<file path="src/rtl/vga_pkg.sv">
`default_nettype none
// +----------------------------------------------------------------------------+
// | Module   : vga_pkg                                                         |
// | Purpose  : Shared timing constants, sync polarity encodings and a helper   |
// |            that derives region boundaries from an active/porch/sync set.   |
// | Ports    : none (package)                                                  |
// | Revision : 1.0 - initial parametrised release                              |
// +----------------------------------------------------------------------------+
package vga_pkg;

  // Legacy 299x476 timing (384 x 523 total)
  localparam int DEF_H_ACTIVE = 299;
  localparam int DEF_H_FP     = 0;
  localparam int DEF_H_SYNC   = 78;
  localparam int DEF_H_BP     = 7;
  localparam int DEF_V_ACTIVE = 476;
  localparam int DEF_V_FP     = 1;
  localparam int DEF_V_SYNC   = 46;
  localparam int DEF_V_BP     = 0;

  // 640x480 @ 25 MHz preset (800 x 525 total)
  localparam int P640_H_ACTIVE = 640;
  localparam int P640_H_FP     = 16;
  localparam int P640_H_SYNC   = 96;
  localparam int P640_H_BP     = 48;
  localparam int P640_V_ACTIVE = 480;
  localparam int P640_V_FP     = 10;
  localparam int P640_V_SYNC   = 2;
  localparam int P640_V_BP     = 33;

  localparam logic SYNC_ACTIVE_LOW  = 1'b0;
  localparam logic SYNC_ACTIVE_HIGH = 1'b1;

  // Inclusive sync bounds plus the last count value of the axis.
  typedef struct packed {
    int sync_first;
    int sync_last;
    int last;
  } vga_bounds_t;

  function automatic vga_bounds_t vga_bounds(input int active, input int fp,
                                             input int sync, input int bp);
    vga_bounds_t b;
    b.sync_first = active + fp;
    b.sync_last  = active + fp + sync - 1;
    b.last       = active + fp + sync + bp - 1;
    return b;
  endfunction

endpackage
`default_nettype wire

</file>
<file path="src/rtl/vga_axis_cnt.sv">
`default_nettype none
// +----------------------------------------------------------------------------+
// | Module   : vga_axis_cnt                                                    |
// | Purpose  : One wrapping timing axis (h or v). Regions in count order:      |
// |            active, front porch, sync, back porch.                          |
// | Ports    : clk, reset     - clock, synchronous active-high reset           |
// |            i_adv          - advance the count by one                       |
// |            o_count        - current count 0..TOTAL-1                       |
// |            o_in_active    - count lies in the active region                |
// |            o_sync_level   - sync line level for the current count          |
// |            o_wrap         - count is at its last value                     |
// | Revision : 1.0 - initial parametrised release                              |
// +----------------------------------------------------------------------------+
module vga_axis_cnt
  import vga_pkg::*;
#(
  parameter int   ACTIVE = DEF_H_ACTIVE,
  parameter int   FP     = DEF_H_FP,
  parameter int   SYNC   = DEF_H_SYNC,
  parameter int   BP     = DEF_H_BP,
  parameter logic POL    = SYNC_ACTIVE_LOW,
  localparam int  TOTAL  = ACTIVE + FP + SYNC + BP,
  localparam int  W      = $clog2(TOTAL)
) (
  input  logic         clk,
  input  logic         reset,
  input  logic         i_adv,
  output logic [W-1:0] o_count,
  output logic         o_in_active,
  output logic         o_sync_level,
  output logic         o_wrap
);

  localparam vga_bounds_t    C_B          = vga_bounds(ACTIVE, FP, SYNC, BP);
  localparam logic [W-1:0]   C_LAST       = W'(C_B.last);
  localparam logic [W-1:0]   C_SYNC_FIRST = W'(C_B.sync_first);
  localparam logic [W-1:0]   C_SYNC_LAST  = W'(C_B.sync_last);
  localparam logic [W-1:0]   C_ACTIVE     = W'(ACTIVE);

  generate
    if (SYNC < 1) begin : g_bad_sync
      $error("vga_axis_cnt: SYNC width must be at least 1");
    end
  endgenerate

  logic [W-1:0] r_count;

  always_ff @(posedge clk) begin
    if (reset) begin
      r_count <= '0;
    end else if (i_adv) begin
      r_count <= (r_count == C_LAST) ? '0 : r_count + W'(1);
    end
  end

  assign o_count      = r_count;
  assign o_wrap       = (r_count == C_LAST);
  assign o_in_active  = (r_count < C_ACTIVE);
  // Inclusive upper bound keeps the compare in range when the sync region
  // ends exactly at TOTAL (zero back porch).
  assign o_sync_level = ((r_count >= C_SYNC_FIRST) && (r_count <= C_SYNC_LAST))
                        ? POL : ~POL;

endmodule
`default_nettype wire

</file>
<file path="src/rtl/vga_timing_gen.sv">
`default_nettype none
// +----------------------------------------------------------------------------+
// | Module   : vga_timing_gen                                                  |
// | Purpose  : Parametrised VGA timing generator with pixel-clock divider,     |
// |            registered and mutually aligned sync/position/strobe outputs    |
// |            and a wrapping frame counter.                                   |
// | Ports    : clk, reset   - clock, synchronous active-high reset             |
// |            pix_ce       - high in each clk where a new pixel is presented  |
// |            h_sync/v_sync- syncs at the configured polarity                 |
// |            h_pos/v_pos  - active-area coordinates, 0 outside it            |
// |            vga_enable   - pixel is inside the active area                  |
// |            line_start   - first active pixel of an active line             |
// |            frame_start  - pixel (0,0)                                      |
// |            frame_cnt    - frames completed since reset (wraps)             |
// | Revision : 1.0 - initial parametrised release                              |
// +----------------------------------------------------------------------------+
module vga_timing_gen
  import vga_pkg::*;
#(
  parameter int   H_ACTIVE   = DEF_H_ACTIVE,
  parameter int   H_FP       = DEF_H_FP,
  parameter int   H_SYNC     = DEF_H_SYNC,
  parameter int   H_BP       = DEF_H_BP,
  parameter int   V_ACTIVE   = DEF_V_ACTIVE,
  parameter int   V_FP       = DEF_V_FP,
  parameter int   V_SYNC     = DEF_V_SYNC,
  parameter int   V_BP       = DEF_V_BP,
  parameter logic H_SYNC_POL = SYNC_ACTIVE_LOW,
  parameter logic V_SYNC_POL = SYNC_ACTIVE_LOW,
  parameter int   PIX_DIV    = 1,
  parameter int   FRAME_W    = 8,
  localparam int  H_TOTAL    = H_ACTIVE + H_FP + H_SYNC + H_BP,
  localparam int  V_TOTAL    = V_ACTIVE + V_FP + V_SYNC + V_BP,
  localparam int  H_W        = $clog2(H_TOTAL),
  localparam int  V_W        = $clog2(V_TOTAL),
  localparam int  HP_W       = $clog2(H_ACTIVE),
  localparam int  VP_W       = $clog2(V_ACTIVE)
) (
  input  logic               clk,
  input  logic               reset,
  output logic               pix_ce,
  output logic               h_sync,
  output logic               v_sync,
  output logic [HP_W-1:0]    h_pos,
  output logic [VP_W-1:0]    v_pos,
  output logic               vga_enable,
  output logic               line_start,
  output logic               frame_start,
  output logic [FRAME_W-1:0] frame_cnt
);

  localparam int               DIV_W      = (PIX_DIV > 1) ? $clog2(PIX_DIV) : 1;
  localparam logic [DIV_W-1:0] C_DIV_LAST = DIV_W'(PIX_DIV - 1);

  generate
    if (PIX_DIV < 1) begin : g_bad_div
      $error("vga_timing_gen: PIX_DIV must be at least 1");
    end
  endgenerate

  // Pixel-clock divider; restarts on reset so no partial period follows it.
  logic [DIV_W-1:0] r_div_cnt;
  logic             w_ce;

  assign w_ce = (r_div_cnt == C_DIV_LAST);

  always_ff @(posedge clk) begin
    if (reset) begin
      r_div_cnt <= '0;
    end else begin
      r_div_cnt <= w_ce ? '0 : r_div_cnt + DIV_W'(1);
    end
  end

  logic [H_W-1:0] w_h_cnt;
  logic [V_W-1:0] w_v_cnt;
  logic           w_h_act, w_v_act, w_h_lvl, w_v_lvl, w_h_wrap, w_v_wrap;
  logic           w_active;

  vga_axis_cnt #(
    .ACTIVE (H_ACTIVE), .FP (H_FP), .SYNC (H_SYNC), .BP (H_BP), .POL (H_SYNC_POL)
  ) u_h_cnt (
    .clk          (clk),
    .reset        (reset),
    .i_adv        (w_ce),
    .o_count      (w_h_cnt),
    .o_in_active  (w_h_act),
    .o_sync_level (w_h_lvl),
    .o_wrap       (w_h_wrap)
  );

  vga_axis_cnt #(
    .ACTIVE (V_ACTIVE), .FP (V_FP), .SYNC (V_SYNC), .BP (V_BP), .POL (V_SYNC_POL)
  ) u_v_cnt (
    .clk          (clk),
    .reset        (reset),
    .i_adv        (w_ce & w_h_wrap),
    .o_count      (w_v_cnt),
    .o_in_active  (w_v_act),
    .o_sync_level (w_v_lvl),
    .o_wrap       (w_v_wrap)
  );

  assign w_active = w_h_act & w_v_act;

  logic               r_pix_ce, r_h_sync, r_v_sync;
  logic [HP_W-1:0]    r_h_pos;
  logic [VP_W-1:0]    r_v_pos;
  logic               r_vga_enable, r_line_start, r_frame_start;
  logic [FRAME_W-1:0] r_frame_cnt;

  // Every output is captured from the same counter state on the same edge,
  // so they all describe one pixel. pix_ce marks the clk in which that new
  // pixel is first visible.
  always_ff @(posedge clk) begin
    if (reset) begin
      r_pix_ce      <= 1'b0;
      r_h_sync      <= ~H_SYNC_POL;
      r_v_sync      <= ~V_SYNC_POL;
      r_h_pos       <= '0;
      r_v_pos       <= '0;
      r_vga_enable  <= 1'b0;
      r_line_start  <= 1'b0;
      r_frame_start <= 1'b0;
      r_frame_cnt   <= '0;
    end else begin
      r_pix_ce <= w_ce;
      if (w_ce) begin
        r_h_sync      <= w_h_lvl;
        r_v_sync      <= w_v_lvl;
        r_vga_enable  <= w_active;
        r_h_pos       <= w_active ? w_h_cnt[HP_W-1:0] : '0;
        r_v_pos       <= w_active ? w_v_cnt[VP_W-1:0] : '0;
        r_line_start  <= w_active & (w_h_cnt == '0);
        r_frame_start <= (w_h_cnt == '0) & (w_v_cnt == '0);
        if (w_h_wrap & w_v_wrap) begin
          r_frame_cnt <= r_frame_cnt + FRAME_W'(1);
        end
      end
    end
  end

  assign pix_ce      = r_pix_ce;
  assign h_sync      = r_h_sync;
  assign v_sync      = r_v_sync;
  assign h_pos       = r_h_pos;
  assign v_pos       = r_v_pos;
  assign vga_enable  = r_vga_enable;
  assign line_start  = r_line_start;
  assign frame_start = r_frame_start;
  assign frame_cnt   = r_frame_cnt;

endmodule
`default_nettype wire

</file>
<file path="config.mk">
export PLATFORM = sky130hd
export DESIGN_NAME = vga_timing_gen
export DESIGN_NICKNAME = d
export VERILOG_FILES = /design/src/rtl/vga_pkg.sv /design/src/rtl/vga_axis_cnt.sv /design/src/rtl/vga_timing_gen.sv
export SDC_FILE = /design/constraint.sdc
export NUM_CORES = 1
export LEC_CHECK = 0
export BUFFER_PORTS_ARGS = -buffer_cell sky130_fd_sc_hd__buf_2
export CAP_MARGIN = 20
export CORE_MARGIN = 2
export CORE_UTILIZATION = 50
export CTS_CLUSTER_SIZE = 8
export DETAILED_ROUTE_END_ITERATION = 6
export PLACE_DENSITY = 0.71
export SLEW_MARGIN = 0
export SYNTH_ARGS = -nofsm -noshare
export SYNTH_HDL_FRONTEND = slang
export SYNTH_SLANG_ARGS = --single-unit
</file>
<file path="constraint.sdc">
create_clock -name clk -period 2.8 [get_ports clk]
set_input_delay 0.14 -clock clk [delete_from_list [all_inputs] [get_ports clk]]
set_output_delay 0.14 -clock clk [all_outputs]
set_load 0.05 [all_outputs]
</file>
# --- Yosys cells after proc, flatten, opt, wreduce, memory -nomap -nowiden ---
# Index checks and enable logic that the tools add are counted.
classes:
  n_addsub: 4
  order_cmp: 6
  eq_ne: 2
  muxes: 6
  bitwise: 6
  reduce_logical: 6
op_table:
  columns: ["operator", "n"]
  rows:
  - ["9-bit two-way mux", 3]
  - ["10-bit by 1-bit adder with 10-bit output (second input constant)", 1]
  - ["10-bit == test (second input constant)", 1]
  - ["10-bit by 9-bit >= comparator with 1-bit output (second input constant)", 1]
  - ["10-bit <= comparator (second input constant)", 1]
  - ["10-bit zero test", 1]
  - ["10-bit by 9-bit < comparator with 1-bit output (second input constant)", 1]
  - ["10-bit two-way mux", 1]
  - ["9-bit by 1-bit adder with 9-bit output (second input constant)", 1]
  - ["9-bit == test (second input constant)", 1]
  - ["9-bit >= comparator (second input constant)", 1]
  - ["9-bit <= comparator (second input constant)", 1]
  - ["9-bit zero test", 1]
  - ["9-bit < comparator (second input constant)", 1]
  - ["8-bit by 1-bit adder with 8-bit output (second input constant)", 1]
  - ["1-bit bitwise AND", 5]
  - ["1-bit logical AND", 2]
  - ["1-bit two-way mux", 2]
  - ["2-bit AND reduction", 1]
  - ["2-bit OR reduction", 1]
  - ["1-bit adder (second input constant)", 1]
  - ["1-bit NOT", 1]
word_totals:
  regBits: 52
  input_bits: 2
  out_inout_bits: 32
  word_cells: 42

# --- Depth between registers and ports, before layout ---
# Gate-level depths: netlist of run 1.
depth:
  ltp_word: 3
  ltp_mapped: 8
  depth_no_buf: 6

# --- Modules after synthesis ---
# A second synthesis of run 1 with hierarchy kept.
unflattened:
  cells_unflattened: 265
  area_unflattened_um2: 2399.8
by_module_without_submodules:
  columns: ["module", "n_inst", "cells_each", "area_per_inst_um2", "seq_area_each_um2"]
  rows:
  - ["vga_timing_gen", 1, 133, 1239.9, 660.6]
  - ["vga_axis_cnt (u_h_cnt)", 1, 66, 600.6, 180.2]
  - ["vga_axis_cnt (u_v_cnt)", 1, 66, 559.3, 200.2]

# --- Worst setup path before layout of run 1 ---
# Ideal clock, no wire load.
synth_path:
  path_kind: "register -> register"
  startpoint: "register u_h_cnt.r_count[0] (netlist: u_h_cnt.o_count[0])"
  endpoint: "register r_frame_cnt[7] (netlist: frame_cnt[7])"
  setup_ns: 0.123
  arrival_time_ns: 1.824
  t_required_ns: 2.677
  setup_slack_ns: 0.852
  path_stages_with_launch: 7
  path_buffers: 1
  period_less_slack_ns: 1.948
  cell_sequence: "dfxtp_1 > ha_1 > nand4b_2 > or3_1 > buf_6 > nor4_1 > mux2_1"
synth_between:
  elab_chain_len: 3
synth_lines:
  columns: ["item", "line", "rtl"]
  rows:
  - ["start, declared", "vga_axis_cnt.sv:46", "logic [W-1:0] r_count;"]
  - ["start signal, assigned", "vga_axis_cnt.sv:52", "r_count <= (r_count == C_LAST) ? '0 : r_count + W'(1);"]
  - ["9-bit == test", "vga_axis_cnt.sv:57", "assign o_wrap = (r_count == C_LAST);"]
  - ["1-bit bitwise AND", "vga_timing_gen.sv:136", "if (w_h_wrap & w_v_wrap) begin"]
  - ["2-bit AND reduction (no source line)", null, null]
  - ["end signal, assigned", "vga_timing_gen.sv:137", "r_frame_cnt <= r_frame_cnt + FRAME_W'(1);"]
  - ["end, declared", "vga_timing_gen.sv:110", "logic [FRAME_W-1:0] r_frame_cnt;"]
# Every way passes these cells.
# A chain may end at the register's enable or synchronous reset.

# --- Worst setup path in the final report of run 1 ---
layout_path:
  startpoint: "register u_h_cnt.r_count[4] (netlist: u_h_cnt.o_count[4])"
  endpoint: "register r_v_pos[7] (netlist: v_pos[7])"
layout_between:
  elab_chain_len: 3
layout_lines:
  columns: ["item", "line", "rtl"]
  rows:
  - ["9-bit < comparator", "vga_axis_cnt.sv:58", "assign o_in_active = (r_count < C_ACTIVE);"]
  - ["1-bit bitwise AND", "vga_timing_gen.sv:104", "assign w_active = w_h_act & w_v_act;"]
  - ["9-bit two-way mux", "vga_timing_gen.sv:133", "r_v_pos <= w_active ? w_v_cnt[VP_W-1:0] : '0;"]
  - ["end signal, assigned", "vga_timing_gen.sv:133", null]
  - ["end, declared", "vga_timing_gen.sv:108", "logic [VP_W-1:0] r_v_pos;"]
# Every way passes these cells.

==> flow_summary.json, run 1 <==
{
  "required_ns": 3.06,
  "grt_pass1_vias": 1684,
  "setup_violations": 0,
  "cts_setup_buffers": 0,
  "dieHeight_um": 72.8,
  "status": "finished clean",
  "diodes": 0,
  "end_kind": "register",
  "dieArea_um2": 5300,
  "synthCells": 257,
  "p_leak_nw": 1.05,
  "holdWs_ns": 0.222,
  "vias": 1969,
  "synth_top_area_share_pct": 44.0,
  "finalMaxSlewViolations": 0,
  "synth_area_leader_cell": "dfxtp_1",
  "synth_top_family_by_area": "simple AND/OR/NAND/NOR gates",
  "whs_path_depth": 2,
  "period_share_pct": 88.9,
  "drt-vias-per-instance": 5.88,
  "grt_pass1_wl_um": 8450,
  "drtIter0Drc": 125,
  "ctsHtreeMaxLevel": 2,
  "die_x_um": 72.8,
  "core_area_um2": 4630,
  "r2r.worst_path.cells": 5,
  "min_delay_worst_endpoint": "frame_start$_SDFFE_PP0N_",
  "track_usage_pct": 20.7,
  "fp-row-count": 25,
  "yosysUniqueCellTypes": 44,
  "synth-compound-area-share_pct": 18.7,
  "synth_xor_area_share_pct": 3.70,
  "cts_tree": "built",
  "worstMarginPinSlew_ns": 1.00,
  "r2r-end": "v_pos[7]$_SDFFE_PP0N_",
  "design_area_um2": 2620,
  "top_usage_layer": "met1",
  "syn2layout_area_growth_pct": 10.7,
  "dp_hpwl_um": 3510,
  "ant_nets": 0,
  "cts_sinks": 52,
  "grt_start_max_net_pins": 29,
  "muxShareOfSynthArea_pct": 0.899,
  "worstPathArrival_ns": 2.75,
  "ys_top_cells_by_area": "dfxtp_1, a22o_1, a21oi_1",
  "ctsHoldBuffers": 0,
  "clk_pin_slew_ns": 0.10,
  "ir_drop_v": 0.000295,
  "syn_avg_cell_area_um2": 9.20,
  "ff2ff_setup_slack_ns": 0.31,
  "synth_adder_area_share_pct": 3.70,
  "numCtsBuffers": 5,
  "start_kind": "register",
  "yosys.area_share.simple_pct": 22.1,
  "critPathKind": "reg -> reg",
  "port-buffer-count": 33,
  "syn_nets": 266,
  "grtUsageMet2_pct": 29.7,
  "cts_resized": 0,
  "cts.path.max_buffers": 2,
  "hold_class": "in -> reg",
  "grt.overflow.total": 0,
  "finalSetupTns_ns": 0,
  "place.gp.congestion": 0.897,
  "rr_startpoint": "u_h_cnt.o_count[4]$_SDFFE_PP0N_",
  "fmax_mhz": 402,
  "power.density_nw_per_um2": 488,
  "ios": 34,
  "root_buffer": "clkbuf_8",
  "yosysSeqAreaShare_pct": 44.0,
  "drive_above_1_share_pct": 18.9,
  "use_met1_pct": 30.4,
  "skew_ns": 0.00688,
  "rsz0062_at_grt": "false",
  "antenna_found_initial": 0,
  "worstPathMaxFanout": 11,
  "syn_area_um2": 2360,
  "wl_um": 5120,
  "finalPower_mw": 1.28,
  "nNetsFinal": 289,
  "ys_seq_elements": 52,
  "relSlewSlack_pct": 33.2,
  "dr.pass1.iters": 4,
  "clk_latency_ns": 0.31,
  "period_needed_ns": 2.49,
  "cap_violations": 0,
  "yosysWarnings": 0,
  "drc": 0,
  "hold_start": "reset",
  "routedWlPerCell_um": 15.3,
  "grt_util_met3_pct": 4.70,
  "start_util_pct": 51.1,
  "placed_cell_area_um2": 2520,
  "timing_hold_violations_final": 0
}
## area by class of cell
| class | count | area [um2] |
|---|---|---|
| multi-input combinational | 172 | 1170 |
| tap | 54 | 67.6 |
| clock inverter | 3 | 26.3 |
| fill | 431 | 2010 |
| sequential | 52 | 1040 |
| inverter | 10 | 37.5 |
| clock buffer | 5 | 68.8 |
| timing repair buffer | 39 | 210 |
## worst max path at each step
stage | from | to | slack, ns | cells past startpoint
6_report | u_h_cnt.o_count[4]$_SDFFE_PP0N_ | v_pos[7]$_SDFFE_PP0N_ | 0.31 | 5
5_1_grt | u_h_cnt.o_count[4]$_SDFFE_PP0N_ | v_pos[4]$_SDFFE_PP0N_ | 0.10 | 5
4_1_cts | u_h_cnt.o_count[0]$_SDFFE_PP0N_ | frame_cnt[7]$_SDFFE_PP0P_ | 0.31 | 5
3_5_place_dp | u_h_cnt.o_count[0]$_SDFFE_PP0N_ | frame_cnt[7]$_SDFFE_PP0P_ | 0.34 | 5
3_3_place_gp | u_h_cnt.o_count[0]$_SDFFE_PP0N_ | frame_cnt[7]$_SDFFE_PP0P_ | 0.39 | 5
2_1_floorplan | u_h_cnt.o_count[0]$_SDFFE_PP0N_ | frame_cnt[7]$_SDFFE_PP0P_ | 0.85 | 6
## cell usage in the layout (no fill, tap or decap), types with 3 or more instances in the layout
cell type	Yosys	layout
and3_1	3	3
a22o_1	19	19
buf_4	0	6
dfxtp_1	52	52
a21oi_1	21	21
buf_2	8	33
o21ai_1	4	4
nand2_1	11	11
o31ai_1	10	10
nor2b_1	5	5
nor2_1	18	18
ha_1	7	7
nand3_1	14	14
nand4_1	3	3
nand2b_1	3	3
nor4_1	6	6
or4_1	9	9
xnor2_1	9	9
or3_1	4	4
clkbuf_8	0	5
inv_1	10	10
## cells in the mapped netlist, drive strengths merged
library cell / instances
conb: 1
o311ai: 1
a22o: 19
clkbuf: 12
or2: 1
nand3b: 1
a21o: 2
inv: 10
o21ai: 6
xor2: 1
ha: 7
nand2: 11
nand4b: 3
nor2b: 5
dfxtp: 52
a21oi: 21
and3: 3
nor4b: 1
mux2: 1
or4: 10
mux2i: 1
nor4: 7
o31ai: 10
nand2b: 3
xnor2: 9
o32ai: 2
nand4: 4
or3b: 1
nand3: 14
a2bb2oi: 1
a2111oi: 1
and4b: 1
nor3: 2
buf: 11
or3: 4
nor2: 18
## critical path: stages (launching register included)
cell and delay, ns:
dfxtp_1 0.39, a2111oi_0 0.50, o32ai_2 0.18, nor4b_2 0.88
buf_4 0.32, a22o_1 0.16
## layer usage
metal  wire length, um  share of wire [%]
met5                 0                  0
met4                95                1.9
met3               246                4.8
met2              2330                 46
met1              2450                 48
## registers in the layout, indices dropped and copies added, names as in the netlist, 8 cells and up
| signal | flops |
|---|---|
| u_v_cnt.o_count | 10 |
| v_pos | 9 |
| h_pos | 9 |
| u_h_cnt.o_count | 9 |
| frame_cnt | 8 |
## through the flow
stage	utilization (%)	std cells	setup WS, ns
2_1_floorplan	-	257	0.852
3_3_place_gp	54.5	327	0.395
3_5_place_dp	54.5	327	0.337
4_1_cts	56.5	335	0.315
5_1_grt	56.5	335	0.101
6_report	56.5	335	0.310
## cells by family (layout without fill, tap and decap cells)
family,Yosys count,in the layout
DFF,52,52
buffers and inverters,33,57
AOI/OAI and AO/OA,63,63
muxes,2,2
adders and majority gates,7,7
and+or+nand+nor,89,89
other,1,1
xor gates and xnor gates,10,10
## report_power, final
part           internal, mW  switching (mW)  leakage (nW)
Combinational        0.0212          0.0521         0.583
Clock                 0.183           0.262        0.0487
Sequential            0.749          0.0102         0.421
Total                 0.952           0.324          1.05
No activity file was read; power rests on OpenSTA's default activity.
==> run 2, diff against run 1 <==
- BUFFER_PORTS_ARGS: -buffer_cell sky130_fd_sc_hd__buf_2 -> not set
- DONT_BUFFER_PORTS: not set -> 1
- PLACE_DENSITY: 0.71 -> not set
==> flow_summary.json, run 2 (same netlist as run 1, synthesis figures left out) <==
{
  "cp-startpoint": "u_h_cnt.o_count[0]$_SDFFE_PP0N_",
  "setup_slack_ns": 0.391,
  "period_needed_ns": 2.41,
  "ant_nets": 0,
  "worstPathArrival_ns": 2.60,
  "cts.path.max_buffers": 2,
  "fin_util_pct": 53.8,
  "fmax_mhz": 415,
  "wl_um": 5060,
  "grt_start_max_net_pins": 29,
  "timing_hold_violations_final": 0,
  "start_kind": "register",
  "fp-row-count": 25,
  "drive_above_1_share_pct": 8.00,
  "cap_violations": 0,
  "use_met1_pct": 27.2,
  "place.gp.congestion": 0.813,
  "root_buffer": "clkbuf_8",
  "multi_input_area_um2": 1170,
  "cts_sinks": 52,
  "clk_pin_slew_ns": 0.08,
  "finalPower_mw": 1.34,
  "cts_tree": "built",
  "diodes": 0,
  "skew_ns": 0.0119,
  "crit_path_cell_trace": "ha_1 > nand4b_2 > or3_1 > nor4_1 > mux2_1",
  "largest_register_ffs": 10,
  "track_usage_pct": 20.9,
  "final_cell_mix": "dfxtp_1, a21oi_1, a22o_1",
  "ctsHtreeMaxLevel": 2,
  "worstPathMaxFanout": 28,
  "hold_class": "in -> reg",
  "top_usage_layer": "met2",
  "final_common_cell": "dfxtp_1",
  "crit_path_end": "frame_cnt[7]$_SDFFE_PP0P_",
  "numCtsBuffers": 5,
  "grt_pass1_wl_um": 8660,
  "dr.pass1.iters": 4,
  "critPathKind": "reg -> reg",
  "regArea_um2": 1040,
  "clk_latency_ns": 0.31,
  "core_area_um2": 4630,
  "syn2layout_area_growth_pct": 5.34,
  "dp_hpwl_um": 3440,
  "port-buffer-count": 0,
  "placed_cell_area_um2": 2370,
  "grt_pass1_vias": 1791,
  "setup_violations": 0,
  "grt_util_met3_pct": 6.22,
  "drt-vias-per-instance": 6.04,
  "r2r.worst_path.cells": 5,
  "n_fill_cell": 426,
  "rr_startpoint": "u_h_cnt.o_count[0]$_SDFFE_PP0N_",
  "grtUsageMet2_pct": 32.0,
  "cpMaxStageDelayCell": "or3_1",
  "finalMaxSlewViolations": 0,
  "power.density_nw_per_um2": 537,
  "worstMarginPinSlew_ns": 0.765,
  "design_area_um2": 2490,
  "start_util_pct": 51.1,
  "drc": 0,
  "end_kind": "register",
  "p_leak_nw": 0.898,
  "dieArea_um2": 5300,
  "ff2ff_setup_slack_ns": 0.39,
  "r2r-end": "frame_cnt[7]$_SDFFE_PP0P_",
  "required_ns": 2.99,
  "pre_cts_slack_ns": 0.370,
  "ir_drop_v": 0.000233,
  "dieHeight_um": 72.8,
  "ios": 34,
  "period_share_pct": 86.0,
  "drtIter0Drc": 105,
  "die_x_um": 72.8,
  "max_stage_delay_ns": 0.67,
  "vias": 1836,
  "nNetsFinal": 258,
  "grt.overflow.total": 0,
  "routedWlPerCell_um": 16.6,
  "antenna_found_initial": 0,
  "relSlewSlack_pct": 49.0,
  "finalSetupTns_ns": 0,
  "rsz0062_at_grt": "false",
  "status": "finished clean"
}
==> run 2: cell types whose count changed in the layout (fill, tap and decap cells not counted) <==
cell / previous run / this run
clkinv_2: 0 / 1
dlygate4sd3_1: 0 / 1
clkinv_4: 2 / 0
bufinv_16: 0 / 1
inv_6: 1 / 0
nor4b_4: 0 / 1
clkbuf_1: 0 / 1
buf_2: 33 / 0
buf_4: 6 / 7
nor4b_2: 1 / 0
==> run 2: per-layer routing <==
layer	part of all wire [%]	wire length, um
met2	44	2210
met4	3.4	174
met5	0	0
met3	4.8	242
met1	48	2430
==> run 2: layout make-up <==
cell class	instances	share of cell area, %
Tap cell	54	2.71
Multi-Input combinational cell	172	47.2
Inverter	10	1.51
Clock inverter	2	1.41
Timing Repair Buffer	8	2.51
Clock buffer	6	2.91
Sequential cell	52	41.8
==> run 2: repair_timing <==
item / CTS / global route
resized for setup: 0 / 0
endpoints found under the hold margin: 13 / 0
hold buffers: 1 / 0
setup buffers: 0 / 0
==> run 2: per-stage QoR <==
step,hold WS (ns),cells
2_1_floorplan,0.441,257
3_3_place_gp,0.212,295
3_5_place_dp,0.213,295
4_1_cts,0.0602,304
5_1_grt,0.0940,304
6_report,0.0659,304
==> run 2: power breakdown <==
group | switching [mW] | internal, mW | total (mW)
Clock | 0.240 | 0.266 | 0.506
Sequential | 0.0315 | 0.749 | 0.780
Combinational | 0.0318 | 0.0197 | 0.0515
==> run 2: worst min-delay path by stage <==
stage | from | end | slack (ns) | depth (start not counted)
after detailed placement | reset | frame_cnt[5]$_SDFFE_PP0P_ | 0.21 | 1
after CTS | reset | frame_cnt[7]$_SDFFE_PP0P_ | 0.06 | 2
after global routing | reset | frame_cnt[7]$_SDFFE_PP0P_ | 0.09 | 2
final | reset | frame_cnt[7]$_SDFFE_PP0P_ | 0.07 | 2
after floorplan | reset | frame_start$_SDFFE_PP0N_ | 0.44 | 2
after global placement | reset | u_v_cnt.o_count[1]$_SDFFE_PP0P_ | 0.21 | 1
==> run 2: critical path, delay by kind of cell, from the launching register on <==
kind | cells | cell delay [ns]
simple gates | 3 | 1.22
flops | 1 | 0.45
fa+ha+maj | 1 | 0.27
mux | 1 | 0.36
